$ cat config.mk
export PLATFORM = sky130hd
export DESIGN_NAME = mem_port_arbiter
export DESIGN_NICKNAME = d
export VERILOG_FILES = /design/src/rtl/mem_port_arbiter.sv
export SDC_FILE = /design/constraint.sdc
export NUM_CORES = 1
export LEC_CHECK = 0
export ABC_AREA = 0
export CAP_MARGIN = 20
export CORE_MARGIN = 4
export CORE_UTILIZATION = 41
export CTS_BUF_LIST = sky130_fd_sc_hd__clkbuf_2 sky130_fd_sc_hd__clkbuf_4 sky130_fd_sc_hd__clkbuf_8
export CTS_CLUSTER_DIAMETER = 40
export DETAILED_ROUTE_END_ITERATION = 16
export PLACE_DENSITY = 0.82
export SLEW_MARGIN = 20
export SYNTH_ARGS = -nofsm -noshare
export SYNTH_HDL_FRONTEND = slang
export SYNTH_SLANG_ARGS = --single-unit
$ cat constraint.sdc
create_clock -name i_clk -period 2 [get_ports i_clk]
set_input_delay 0.2 -clock i_clk [delete_from_list [all_inputs] [get_ports i_clk]]
set_output_delay 0.2 -clock i_clk [all_outputs]
set_load 0.01 [all_outputs]
$ cat src/rtl/mem_port_arbiter.sv
`default_nettype none
// ============================================================================
// Module      : mem_port_arbiter
// Description : Two-requester (fetch / LSU) arbiter in front of a single-ported
//               memory bus. One transaction outstanding at a time; LSU has
//               priority. An optional starvation guard forces fetch through
//               after STARVE_MAX consecutive contested LSU wins.
// Options     : define ARB_STARVE_GUARD_EN to enable the starvation guard.
// Revision    : 1.0 - initial release
// ============================================================================
module mem_port_arbiter #(
   parameter int ADDR_W     = 32,
   parameter int DATA_W     = 32,
   parameter int STARVE_MAX = 4
) (
   input  logic                  i_clk,
   input  logic                  i_rstn,
   // fetch requester
   input  logic                  i_if_req,
   input  logic [ADDR_W-1:0]     i_if_addr,
   output logic                  o_if_gnt,
   output logic                  o_if_rvalid,
   output logic [DATA_W-1:0]     o_if_rdata,
   // LSU requester
   input  logic                  i_lsu_req,
   input  logic                  i_lsu_we,
   input  logic [DATA_W/8-1:0]   i_lsu_be,
   input  logic [ADDR_W-1:0]     i_lsu_addr,
   input  logic [DATA_W-1:0]     i_lsu_wdata,
   output logic                  o_lsu_gnt,
   output logic                  o_lsu_done,
   output logic [DATA_W-1:0]     o_lsu_rdata,
   // downstream memory port
   output logic                  o_mem_req,
   output logic                  o_mem_we,
   output logic [DATA_W/8-1:0]   o_mem_be,
   output logic [ADDR_W-1:0]     o_mem_addr,
   output logic [DATA_W-1:0]     o_mem_wdata,
   input  logic                  i_mem_ack,
   input  logic [DATA_W-1:0]     i_mem_rdata,
   output logic                  o_busy
);

   typedef enum logic [1:0] {
      S_IDLE     = 2'd0,
      S_BUSY_IF  = 2'd1,
      S_BUSY_LSU = 2'd2
   } state_t;

   state_t                r_state;
   logic                  r_mem_req;
   logic                  r_mem_we;
   logic [DATA_W/8-1:0]   r_mem_be;
   logic [ADDR_W-1:0]     r_mem_addr;
   logic [DATA_W-1:0]     r_mem_wdata;
   logic [DATA_W-1:0]     r_if_rdata;
   logic [DATA_W-1:0]     r_lsu_rdata;
   logic                  r_if_rvalid;
   logic                  r_lsu_done;

   logic                  w_idle;
   logic                  w_force_if;
   logic                  w_pick_lsu;
   logic                  w_pick_if;
   logic                  w_if_gnt;
   logic                  w_lsu_gnt;

   // LSU normally wins a contested cycle; the guard can hand it to fetch.
   assign w_idle     = (r_state == S_IDLE);
   assign w_pick_lsu = i_lsu_req & ~(i_if_req & w_force_if);
   assign w_pick_if  = i_if_req & ~w_pick_lsu;
   // Grants are suppressed during reset so nothing is accepted on that edge.
   assign w_lsu_gnt  = i_rstn & w_idle & w_pick_lsu;
   assign w_if_gnt   = i_rstn & w_idle & w_pick_if;

`ifdef ARB_STARVE_GUARD_EN
   localparam int                 c_CNT_W   = $clog2(STARVE_MAX + 1);
   localparam logic [c_CNT_W-1:0] c_CNT_MAX = c_CNT_W'(STARVE_MAX);

   logic [c_CNT_W-1:0] r_starve;

   assign w_force_if = (r_starve == c_CNT_MAX);

   // Count contested LSU wins; any fetch grant or fetch-idle cycle clears it.
   always_ff @(posedge i_clk) begin
      if (!i_rstn) begin
         r_starve <= '0;
      end else if (w_idle) begin
         if (w_if_gnt || !i_if_req) begin
            r_starve <= '0;
         end else if (w_lsu_gnt && (r_starve != c_CNT_MAX)) begin
            r_starve <= r_starve + 1'b1;
         end
      end
   end
`else
   logic w_unused_starve;

   assign w_force_if      = 1'b0;
   assign w_unused_starve = (STARVE_MAX != 0);
`endif

   // Transaction FSM: accept in IDLE, hold the bus until ack, return result.
   always_ff @(posedge i_clk) begin
      if (!i_rstn) begin
         r_state     <= S_IDLE;
         r_mem_req   <= 1'b0;
         r_mem_we    <= 1'b0;
         r_mem_be    <= '0;
         r_mem_addr  <= '0;
         r_mem_wdata <= '0;
         r_if_rdata  <= '0;
         r_lsu_rdata <= '0;
         r_if_rvalid <= 1'b0;
         r_lsu_done  <= 1'b0;
      end else begin
         r_if_rvalid <= 1'b0;
         r_lsu_done  <= 1'b0;
         case (r_state)
            S_IDLE: begin
               if (w_lsu_gnt) begin
                  r_mem_req   <= 1'b1;
                  r_mem_we    <= i_lsu_we;
                  r_mem_be    <= i_lsu_be;
                  r_mem_addr  <= i_lsu_addr;
                  r_mem_wdata <= i_lsu_wdata;
                  r_state     <= S_BUSY_LSU;
               end else if (w_if_gnt) begin
                  r_mem_req   <= 1'b1;
                  r_mem_we    <= 1'b0;
                  r_mem_be    <= '1;
                  r_mem_addr  <= i_if_addr;
                  r_mem_wdata <= '0;
                  r_state     <= S_BUSY_IF;
               end
            end
            S_BUSY_IF: begin
               if (i_mem_ack) begin
                  r_if_rdata  <= i_mem_rdata;
                  r_if_rvalid <= 1'b1;
                  r_mem_req   <= 1'b0;
                  r_state     <= S_IDLE;
               end
            end
            S_BUSY_LSU: begin
               if (i_mem_ack) begin
                  // Stores leave the load-data register untouched.
                  if (!r_mem_we) begin
                     r_lsu_rdata <= i_mem_rdata;
                  end
                  r_lsu_done <= 1'b1;
                  r_mem_req  <= 1'b0;
                  r_state    <= S_IDLE;
               end
            end
            default: begin
               r_mem_req <= 1'b0;
               r_state   <= S_IDLE;
            end
         endcase
      end
   end

   assign o_if_gnt    = w_if_gnt;
   assign o_lsu_gnt   = w_lsu_gnt;
   assign o_if_rvalid = r_if_rvalid;
   assign o_if_rdata  = r_if_rdata;
   assign o_lsu_done  = r_lsu_done;
   assign o_lsu_rdata = r_lsu_rdata;
   assign o_mem_req   = r_mem_req;
   assign o_mem_we    = r_mem_we;
   assign o_mem_be    = r_mem_be;
   assign o_mem_addr  = r_mem_addr;
   assign o_mem_wdata = r_mem_wdata;
   assign o_busy      = ~w_idle;

endmodule
`default_nettype wire

== Yosys cells after proc, flatten, opt, wreduce, memory -nomap -nowiden ==
Index checks and enable logic that the tools add are counted.
Word-level totals
  bits in registers: 138
  latch bits: 0
  memory bits (writable): 0
  bits in read-only memories: 0
  input port bits: 138
  output and inout port bits: 139
  logic and storage cells: 47
  memories kept: 0
Operators by class
  add/sub/neg operators: 0
  multiply operators: 0
  divide/modulo/power cells: 0
  $lt $le $gt $ge: 0
  equality and inequality tests: 4
  shift operators: 0
  multiplexer cells: 17
  bitwise logic cells: 7
  reduce and logical (&&, ||, !) cells: 9
Operators by type and width (number)
  32-bit two-way mux: 4
  2-bit AND reduction: 5
  4-bit two-way mux: 2
  1-bit two-way mux: 6
  2-bit two-way mux: 3
  1-bit AND: 4
  2-bit one-hot mux with 2 select lines: 1
  3-bit != test, second input constant: 1
  1-bit NOT: 3
  3-bit AND reduction: 1
  2-bit by 1-bit equality test with 1-bit output, second input constant: 1
  2-bit equality test, second input constant: 1
  2-bit zero test: 1
  2-bit by 1-bit != test with 1-bit output, second input constant: 1
  1-bit one-hot mux with 2 select lines: 1
  2-bit nonzero test: 1
  2-bit OR reduction: 1

== Depth between registers and ports, before layout ==
Gate-level depths: netlist (run 1).
  depth after elaboration: 6
  gate-level depth with buffers: 7
  mapped depth without buffers: 6

== Worst setup path after synthesis (run 1) ==
OpenSTA, ideal clock, no wires.
  kind: reg-to-reg
  start: register r_state[0]
  end: register r_mem_wdata[22], in the netlist o_mem_wdata[22]
  setup time: 0.118 ns
  data arrival time: 1.325 ns
  required time: 1.882 ns
  path slack: 0.556 ns
  stages on the path, launching flop included: 8
  buffers on the path: 1
  clock period less this slack: 1.444 ns
  path through: dfxtp_1 > inv_1 > ha_1 > nand3_2 > clkinv_1 > buf_2 > a22oi_1 > nor2b_1
Between the ends
  cells in the longest elaborated chain, start to end: 5
  elaborated cells between the ends (all ways): 7
  classes of those cells: mux: 1; bitwise: 3; reduce/logical: 3
Ends and longest elaborated chain
  from (decl): line 50  | state_t r_state;
  from (signal assigned): line 106  | r_state <= S_IDLE;
  from (signal assigned): line 127  | r_state <= S_BUSY_LSU;
  from (signal assigned): line 134  | r_state <= S_BUSY_IF;
  2-bit zero test (*): line 69  | assign w_idle = (r_state == S_IDLE);
  named net w_idle: line 61  | logic w_idle;
  1-bit AND (*) (2 in a row): line 73  | assign w_lsu_gnt = i_rstn & w_idle & w_pick_lsu;
  named net o_lsu_gnt: line 30  | output logic o_lsu_gnt,
  2-bit nonzero test (no source line)
  2-bit AND reduction (no source line)
  to (signal assigned): line 126  | r_mem_wdata <= i_lsu_wdata;
  to (decl): line 55  | logic [DATA_W-1:0] r_mem_wdata;
The timed path passes the listed nets; every way through them passes the cells marked *.
A chain may end at the register's enable or synchronous reset.

== Worst setup path in the final report (run 1) ==
  start: register r_state[0]
  end: output port o_lsu_gnt
Between the ends
  cells in the longest elaborated chain, start to end: 3
Ends and longest elaborated chain (line)
  2-bit zero test: 69
  named net w_idle: 61
  1-bit AND (2 in a row): 73
  to (decl): 30
The timed path passes the listed nets, and every way through them passes these cells.

==> results.yml, run 1 <==
outcome:
  run_status: "finished, final reports clean"
global_routing:
  overflow: 0
  grt_pass1_vias: 5134
  track_usage_pct: 21.9
  wire_length_of_the_first_global_routing_pass_mm: 25.6
  grt_max_degree: 108
  antenna_found_initial: 0
cts:
  cts_max_level: 4
  hold_buffers: 0
  postCtsSetupRepairBufs: 0
  cts_inserted_buffers: 17
  clk_latency_ps: 420
  clock-sinks: 138
  tritoncts: "done"
  cts_max_path_buffers: 2
  cts.root.buffer_cell: "clkbuf_8"
  clkTransAtPathRegs_ps: 70
logic_synthesis:
  synth-edff-count: 0
  synthesis.yosys.warnings: 0
  synthDominantAreaCellType: "dfxtp_1"
  ys_types: 29
  yosys_most_used_dff: "dfxtp_1"
  syn_area_per_cell_um2: 9.48
  ys_seq_area_share_pct: 50.9
  ys_async_sr_fraction_pct: 0
  netlist_area_um2: 5420
  postSynthCellCount: 572
  net_count_synth: 713
  synth_top_cell_area_share_pct: 50.9
  synth.top_cells.by_area: "dfxtp_1 (51%), nand2_1 (11%), a21boi_0 (7.8%)"
  synth-seq-cells: 138
timing:
  maxClockFrequency_mhz: 534
  finalSetupViolations: 0
  timing.final.crit_share_pct: 93.7
  tns_ps: 0
  clock-skew-final_ps: 6.48
  pins_over_their_slew_limit: 0
  finalWorstPathRequiredPeriod_ps: 1870
  timing.max_slew.rel_slack_pct: 42.9
  fin_hold_viols: 0
  tightestPinTransition_ps: 857
  rsz0062_at_grt: "false"
hold_path:
  holdCritPathClass: "input port to register"
detailed_routing:
  route.detailed.wl_per_inst_um: 17.0
  met2_wirelength_mm: 8.52
  post_drt_via_cell_ratio: 5.04
  detail_route.iter0.violations: 335
  top_layer: "met4"
  dr_total_vias: 5150
  final_antenna_net_count: 0
  wl_met1_mm: 6.74
  wirelength_mm: 17.4
  drt-pass1-iter-count: 4
  detail_route.drc_violations: 0
  wl_met3_mm: 1.61
power_and_ir_drop:
  power.leakage_nw: 3.53
  p_switching_mw: 1.72
  seq_power_share_pct: 42.2
  clock_power_share_pct: 38.9
  power_density_nw_per_um2: 813
  max-vdd-ir-drop_mv: 0.394
  cellInternalPower_mw: 5.44
  design_power_total_mw: 7.16
  comb_power_share_pct: 18.9
  sw_frac_of_total_pct: 24.1
worst_setup_path:
  path_buf_inv: 4
  worstPathArrival_ps: 1670
  worst_path_slowest_cell: "dfxtp_2"
  critPathKind: "register to output pin"
  worst_ep_required_time_ps: 1800
  worst_path_dominant_cell_family: "buffers and inverters"
  cpPeakStageDelay_ps: 350
  crit_chain: "inv_1 > ha_1 > buf_4 > nand3_4 > clkinv_1 > dlygate4sd2_1"
  worst_setup_path_start_kind: "register"
  maximum_fanout_count_along_the_critical_path: 5
  regToRegSetupSlack_ps: 300
  end_kind: "output pin"
floorplanning:
  dieArea_um2: 15100
  fp.dieH_um: 123
  placementRows: 41
  design.core.area_um2: 12800
  chipWidth_um: 123
  ios: 277
  initial_utilization_pct: 42.5
finish:
  num_antenna_cells: 0
  final_layout_size_suffix_gt1_share_pct: 6.94
  finalInstanceArea_um2: 8810
  area_growth_from_synthesis_to_layout_pct: 62.5
  layout.nets: 978
placed_design:
  place.port_buffers: 276
  placed_instance_area_um2: 8310
  place.gp.congestion: 0.839
  dp_hpwl_mm: 12.8
job:
  max_cap_violations: 0
==> power groups by stage <==
stage	registers (mW)	logic [mW]	clock network, mW
6_report	3.02	1.35	2.79
5_1_grt	3.04	1.45	2.94
4_1_cts	3.02	1.36	2.84
3_5_place_dp	3.08	1.35	0
3_3_place_gp	3.07	1.32	0
2_1_floorplan	3.15	0.488	0
==> tightest hold or removal path, cell delays in order <==
cell and delay [ps]:
buf_4 140, nand2_1 120, o22ai_1 100
==> Yosys cell counts, drive strengths merged, types with 2 or more instances <==
cell type / n
nor2b: 34
a21boi: 64
inv: 4
a22oi: 33
a21oi: 2
mux2i: 32
ha: 3
and3: 2
dfxtp: 138
nand2: 163
and3b: 2
o211a: 33
buf: 25
o221a: 4
clkbuf: 21
o21ai: 3
==> path summary, 6_finish.rpt <==
check | depth (start not counted) | from | end
hold reg to reg | 2 | o_lsu_rdata[7] | o_lsu_rdata[7]
setup reg to reg | 8 | r_state[1] | o_mem_wdata[29]
setup / recovery | 6 | r_state[0] | o_lsu_gnt
hold / removal | 3 | i_rstn | r_state[1]
==> sequential cells by signal, indices dropped and copies added (netlist names) <==
name,cells
o_if_rdata,32
o_mem_addr,32
r_state,2
o_if_rvalid,1
o_lsu_done,1
o_lsu_rdata,32
o_mem_be,4
o_mem_we,1
o_mem_req,1
o_mem_wdata,32
==> cells by family after synthesis <==
group	count (synthesis)	share of synthesized area, %
flip-flops	138	50.9
AO/OA/AOI/OAI	142	21.4
adder cells (fa/ha/maj)	3	0.692
multiplexers	32	5.91
AND/OR/NAND/NOR	206	16.4
buffers and inverters	51	4.66
==> repair_timing <==
action | 4_1_cts | 5_1_grt
gates resized for setup | 4 | 3
endpoints found under the hold margin | 0 | 0
setup endpoints to repair | 3 | 1
==> cell type report <==
| class | count | area, um^2 |
|---|---|---|
| inverters | 5 | 18.8 |
| well taps | 172 | 215 |
| clock buffers | 21 | 289 |
| repair buffers | 292 | 2900 |
| fillers | 948 | 3960 |
| multi-input cells | 383 | 2420 |
| flip-flops and latches | 138 | 2770 |
| clock inverters | 11 | 214 |
==> layer usage <==
metal  vias up  track usage, %
met5         -               0
met4         0            10.1
met3        36            7.78
met2       238            37.8
met1      2402            24.2
li1       2474               -
==> per-stage QoR <==
| step | std cells | hold WS, ps | utilization [%] | setup slack (ps) |
|---|---|---|---|---|
| final | 1022 | 190 | 69.0 | 127 |
| after global routing | 1022 | 148 | 69.0 | 31.5 |
| after CTS | 1022 | 137 | 68.9 | 30.0 |
| after detailed placement | 990 | 452 | 65.0 | 278 |
| after global placement | 990 | 445 | 65.0 | 316 |
| after floorplan | 572 | 335 | - | 556 |
==> cells in the final DEF (no fill, tap or decap), types with 2 or more instances in the layout <==
cell / instances
o211a_1: 32
and3_1: 2
ha_1: 3
clkinv_2: 2
clkbuf_8: 21
a21oi_1: 2
nor2b_1: 34
clkinvlp_4: 2
buf_12: 2
nand2_1: 163
a22oi_1: 33
a21boi_1: 8
a21boi_0: 56
mux2i_1: 32
and3b_1: 2
o221a_2: 4
clkdlybuf4s50_1: 271
bufinv_16: 6
dfxtp_1: 136
o21ai_0: 3
buf_4: 15
inv_1: 3
dlygate4sd2_1: 3
dfxtp_2: 2
Note: power is estimated with default switching activity, not from simulation.
==> run 2: changes to the inputs <==
--- a/config.mk
+++ b/config.mk
@@ -11,8 +11,10 @@
 export CORE_UTILIZATION = 41
 export CTS_BUF_LIST = sky130_fd_sc_hd__clkbuf_2 sky130_fd_sc_hd__clkbuf_4 sky130_fd_sc_hd__clkbuf_8
 export CTS_CLUSTER_DIAMETER = 40
+export CTS_CLUSTER_SIZE = 16
 export DETAILED_ROUTE_END_ITERATION = 16
 export PLACE_DENSITY = 0.82
+export REMOVE_ABC_BUFFERS = 1
 export SLEW_MARGIN = 20
 export SYNTH_ARGS = -nofsm -noshare
 export SYNTH_HDL_FRONTEND = slang
==> run 2 against run 1 <==
Wire length shrank 6.6%. Sequential share of layout area is essentially flat. Final cell count shrank 0.49%. Design area is essentially flat. Via count shrank 1.6%. Core utilization is essentially flat. Critical path type unchanged. Largest cell class unchanged.
==> results.yml, run 2 (synthesis results as in run 1) <==
worst_setup_path:
  worstPathArrival_ps: 1670
  worst_ep_required_time_ps: 1800
  regToRegSetupSlack_ps: 360
  end_kind: "output pin"
  maximum_fanout_count_along_the_critical_path: 6
  timing.rr.end: "o_mem_wdata[11]"
  critPathKind: "register to output pin"
  reg2reg_depth: 7
  r2r-start: "r_state[1]"
  worst_setup_path_start_kind: "register"
detailed_routing:
  detail_route.iter0.violations: 296
  final_antenna_net_count: 0
  post_drt_via_cell_ratio: 4.98
  route.detailed.wl_per_inst_um: 16.0
  drt-pass1-iter-count: 4
  detail_route.drc_violations: 0
  wirelength_mm: 16.3
  dr_total_vias: 5066
global_routing:
  overflow: 0
  grt_max_degree: 90
  grt_pass1_vias: 5164
  wire_length_of_the_first_global_routing_pass_mm: 25.1
  antenna_found_initial: 0
  track_usage_pct: 21.1
finish:
  area_growth_from_synthesis_to_layout_pct: 62.6
  final_layout_size_suffix_gt1_share_pct: 6.15
  num_antenna_cells: 0
  layout.nets: 973
  layout.cells.most_common: "clkdlybuf4s50_1"
  fillCellCount: 935
  layout.cells.most_common_list: "clkdlybuf4s50_1 (271), nand2_1 (163), dfxtp_1 (138)"
hold_path:
  hold_critical_path_depth: 3
  holdCritPathClass: "input port to register"
  worstHoldEndpoint: "o_mem_req"
  timing.hold.worst.start: "i_rstn"
cts:
  tritoncts: "done"
  cts_inserted_buffers: 17
  postCtsSetupRepairBufs: 0
  cts_max_path_buffers: 2
  clk_latency_ps: 430
  cts.root.buffer_cell: "clkbuf_8"
  cts_max_level: 4
  clkTransAtPathRegs_ps: 80
  clock-sinks: 138
  hold_buffers: 0
timing:
  timing.max_slew.rel_slack_pct: 48.1
  tns_ps: 0
  pins_over_their_slew_limit: 0
  rsz0062_at_grt: "false"
  finalWorstPathRequiredPeriod_ps: 1870
  maxClockFrequency_mhz: 535
  tightestPinTransition_ps: 779
  clock-skew-final_ps: 7.10
  finalSetupViolations: 0
  fin_hold_viols: 0
  timing.final.crit_share_pct: 93.4
  hold_worst_slack_ps: 103
power_and_ir_drop:
  max-vdd-ir-drop_mv: 0.527
  power_density_nw_per_um2: 795
  design_power_total_mw: 7.01
  power.leakage_nw: 3.52
floorplanning:
  dieArea_um2: 15100
  design.core.area_um2: 12800
  chipWidth_um: 123
  initial_utilization_pct: 42.5
  ios: 277
  fp.dieH_um: 123
  placementRows: 41
placed_design:
  dp_hpwl_mm: 11.9
  place.port_buffers: 276
  place.gp.congestion: 0.761
outcome:
  run_status: "finished, final reports clean"
job:
  max_cap_violations: 0
[run 2: critical path, cell delays in order, from the launching register on]
cell and delay (ps):
dfxtp_1 370, inv_1 110, ha_4 200, nand3_2 120, clkinv_1 130, dlygate4sd2_1 310
[run 2: report_power, final]
part,leakage (nW),internal [mW],switching (mW)
Combinational,2.17,0.783,0.556
Sequential,1.13,2.92,0.0950
Clock,0.231,1.60,1.06
Total,3.52,5.30,1.71
[run 2: final cells by class]
cell class	instances	area, um^2	share of cell area (%)
clock buffers	21	283	3.21
clock inverters	11	191	2.17
inverters	5	18.8	0.213
multi-input cells	383	2420	27.5
flip-flops and latches	138	2760	31.3
well taps	172	215	2.44
repair buffers	287	2930	33.2
[run 2: metal layers]
layer	part of all wire, %	up-vias	global-route usage (%)
li1	-	2471	-
met1	39	2370	22.3
met2	49	200	37.5
met3	9.3	25	8.05
met4	2.5	0	9.07
met5	0	-	0
[run 2: how the worst max path moves through the flow]
stage	start	to	slack (ps)	cells past startpoint
4_1_cts	r_state[1]	o_busy	20	4
6_report	r_state[1]	o_lsu_gnt	130	5
2_1_floorplan	r_state[0]	o_mem_wdata[0]	170	6
5_1_grt	r_state[1]	o_lsu_gnt	20	5
3_3_place_gp	r_state[1]	o_if_gnt	250	5
3_5_place_dp	r_state[1]	o_if_gnt	160	5
[run 2: through the flow]
step                      instance area (um^2)  worst slack, ps  instances  utilization, %
final                                     8820              131       1017            69.0
after global routing                      8820             22.2       1017            69.0
after CTS                                 8810             18.3       1017            69.0
after detailed placement                  8330              163        985            65.2
after global placement                    8330              255        985            65.2
after floorplan                           5190              167        526               -
[run 2: repair_timing]
action,CTS,global route
resized for setup,4,1
pin swaps,0,0
endpoints found under the setup margin,3,1
==> run 3: changes to the inputs <==
--- a/config.mk
+++ b/config.mk
@@ -7,6 +7,7 @@
 export LEC_CHECK = 0
 export ABC_AREA = 0
 export CAP_MARGIN = 20
+export CORE_ASPECT_RATIO = 0.9
 export CORE_MARGIN = 4
 export CORE_UTILIZATION = 41
 export CTS_BUF_LIST = sky130_fd_sc_hd__clkbuf_2 sky130_fd_sc_hd__clkbuf_4 sky130_fd_sc_hd__clkbuf_8
==> run 3 against run 2 <==
Wire length is 3.4% higher. Register-to-register slack better by 20 ps. Final cell count is 0.69% lower. Via count is 0.59% higher. Clock skew is 1.3 ps lower. Worst hold slack worse by 17 ps. Setup slack better by 23 ps. Combinational power hardly changed. Sequential power hardly changed. Highest routed layer unchanged. Power is 7.7% lower. Flip-flop and latch count stayed put. Core utilization is 1.4 points lower.
==> results.yml, run 3 (synthesis results as in run 1) <==
outcome:
  run_status: "finished, final reports clean"
power_and_ir_drop:
  clock_power_share_pct: 32.5
  cellInternalPower_mw: 4.79
  comb_power_share_pct: 20.8
  max-vdd-ir-drop_mv: 0.464
  seq_power_share_pct: 46.7
  sw_frac_of_total_pct: 26.0
  power.leakage_nw: 3.48
  power_density_nw_per_um2: 745
  p_switching_mw: 1.68
cts:
  cts_max_level: 4
  hold_buffers: 0
  clkTransAtPathRegs_ps: 70
  cts.root.buffer_cell: "clkbuf_8"
  tritoncts: "done"
  clk_latency_ps: 440
  cts_inserted_buffers: 17
  clock-sinks: 138
  cts_max_path_buffers: 2
finish:
  final_layout_size_suffix_gt1_share_pct: 6.50
  layout.cells.most_common_list: "clkdlybuf4s50_1 (271), nand2_1 (163), dfxtp_1 (138)"
  seq_area_um2: 2760
  area_growth_from_synthesis_to_layout_pct: 60.1
  layout.cells.most_common: "clkdlybuf4s50_1"
  total_area_of_multi_input_combinational_cells_um2: 2420
  num_antenna_cells: 0
  fillCellCount: 956
  layout.nets: 974
timing:
  finalSetupViolations: 0
  tightestPinTransition_ps: 808
  timing.max_slew.rel_slack_pct: 46.2
  hold_worst_slack_ps: 86.3
  finalWorstPathRequiredPeriod_ps: 1850
  pins_over_their_slew_limit: 0
  clock-skew-final_ps: 5.76
  fin_hold_viols: 0
  timing.final.crit_share_pct: 92.3
  tns_ps: 0
  maxClockFrequency_mhz: 542
  rsz0062_at_grt: "false"
floorplanning:
  fp.dieH_um: 117
  chipWidth_um: 129
  initial_utilization_pct: 42.3
  dieArea_um2: 15100
  ios: 277
  placementRows: 39
  design.core.area_um2: 12800
worst_setup_path:
  maximum_fanout_count_along_the_critical_path: 6
  worstPathArrival_ps: 1650
  critPathKind: "register to output pin"
  worst_ep_required_time_ps: 1800
  end_kind: "output pin"
  worst_setup_path_start_kind: "register"
detailed_routing:
  post_drt_via_cell_ratio: 5.05
  route.detailed.wl_per_inst_um: 16.6
  wirelength_mm: 16.8
  dr_total_vias: 5096
  detail_route.drc_violations: 0
  drt-pass1-iter-count: 6
  final_antenna_net_count: 0
  detail_route.iter0.violations: 238
global_routing:
  antenna_found_initial: 0
  global_routing_usage_on_met1_pct: 23.4
  overflow: 0
  grt.met2_usage_pct: 38.3
  met3_usage_pct: 7.44
  global_route.peak_usage_layer: "met2"
  grt_max_degree: 98
  grt_pass1_vias: 5294
  wire_length_of_the_first_global_routing_pass_mm: 25.7
  track_usage_pct: 21.8
job:
  max_cap_violations: 0
placed_design:
  place.gp.congestion: 0.771
  place.port_buffers: 276
  dp_hpwl_mm: 12.4
hold_path:
  holdCritPathClass: "input port to register"
## run 3: through the flow
step / std cells / worst slack (ps) / total power, mW / area [um^2] / util, %
after floorplan: 526 / 167 / 3.55 / 5190 / -
after global placement: 978 / 247 / 4.39 / 8320 / 64.8
after detailed placement: 978 / 165 / 4.43 / 8320 / 64.8
after CTS: 1010 / 41.3 / 6.54 / 8690 / 67.7
after global routing: 1010 / 50.9 / 6.77 / 8680 / 67.7
final: 1010 / 154 / 6.47 / 8680 / 67.7
## run 3: power by group through the flow
stage                     Clock [mW]  Combinational [mW]  Sequential, mW
after global placement             0                1.31            3.07
after detailed placement           0                1.35            3.09
after floorplan                    0               0.400            3.15
final                           2.10                1.35            3.02
after global routing            2.27                1.45            3.04
after CTS                       2.16                1.36            3.02
## run 3: layout make-up
cell class                 instances  share of cell area (%)
timing repair buffer             288                    33.5
multi-input combinational        383                    27.9
inverter                           5                   0.216
tap                              164                    2.36
sequential                       138                    31.8
clock buffer                      24                    3.37
clock inverter                     8                   0.821
## run 3: path summary, 6_finish.rpt
check | from | endpoint | slack, ps | cells after the start
worst max-delay path | r_state[0] | o_lsu_gnt | 150 | 5
worst min-delay path | i_rstn | o_mem_req | 90 | 3
worst min register to register | o_mem_req | o_mem_req | 450 | 2
worst max register to register | r_state[0] | o_mem_wdata[30] | 380 | 7
## run 3: layer usage
layer	part of all wire [%]	wire length (um)
met1	38	6380
met2	50	8380
met3	8.2	1380
met4	3.9	663
met5	0	0
## run 3: critical path: stages, from the launching register on
cell	delay (ps)
dfxtp_1	340
inv_1	140
ha_4	190
nand3_2	130
inv_2	120
dlygate4sd2_1	280
## run 3: repair_timing
action,in CTS,in global routing
gates resized for setup,5,4
endpoints found under the setup margin,3,2
setup buffers,0,0
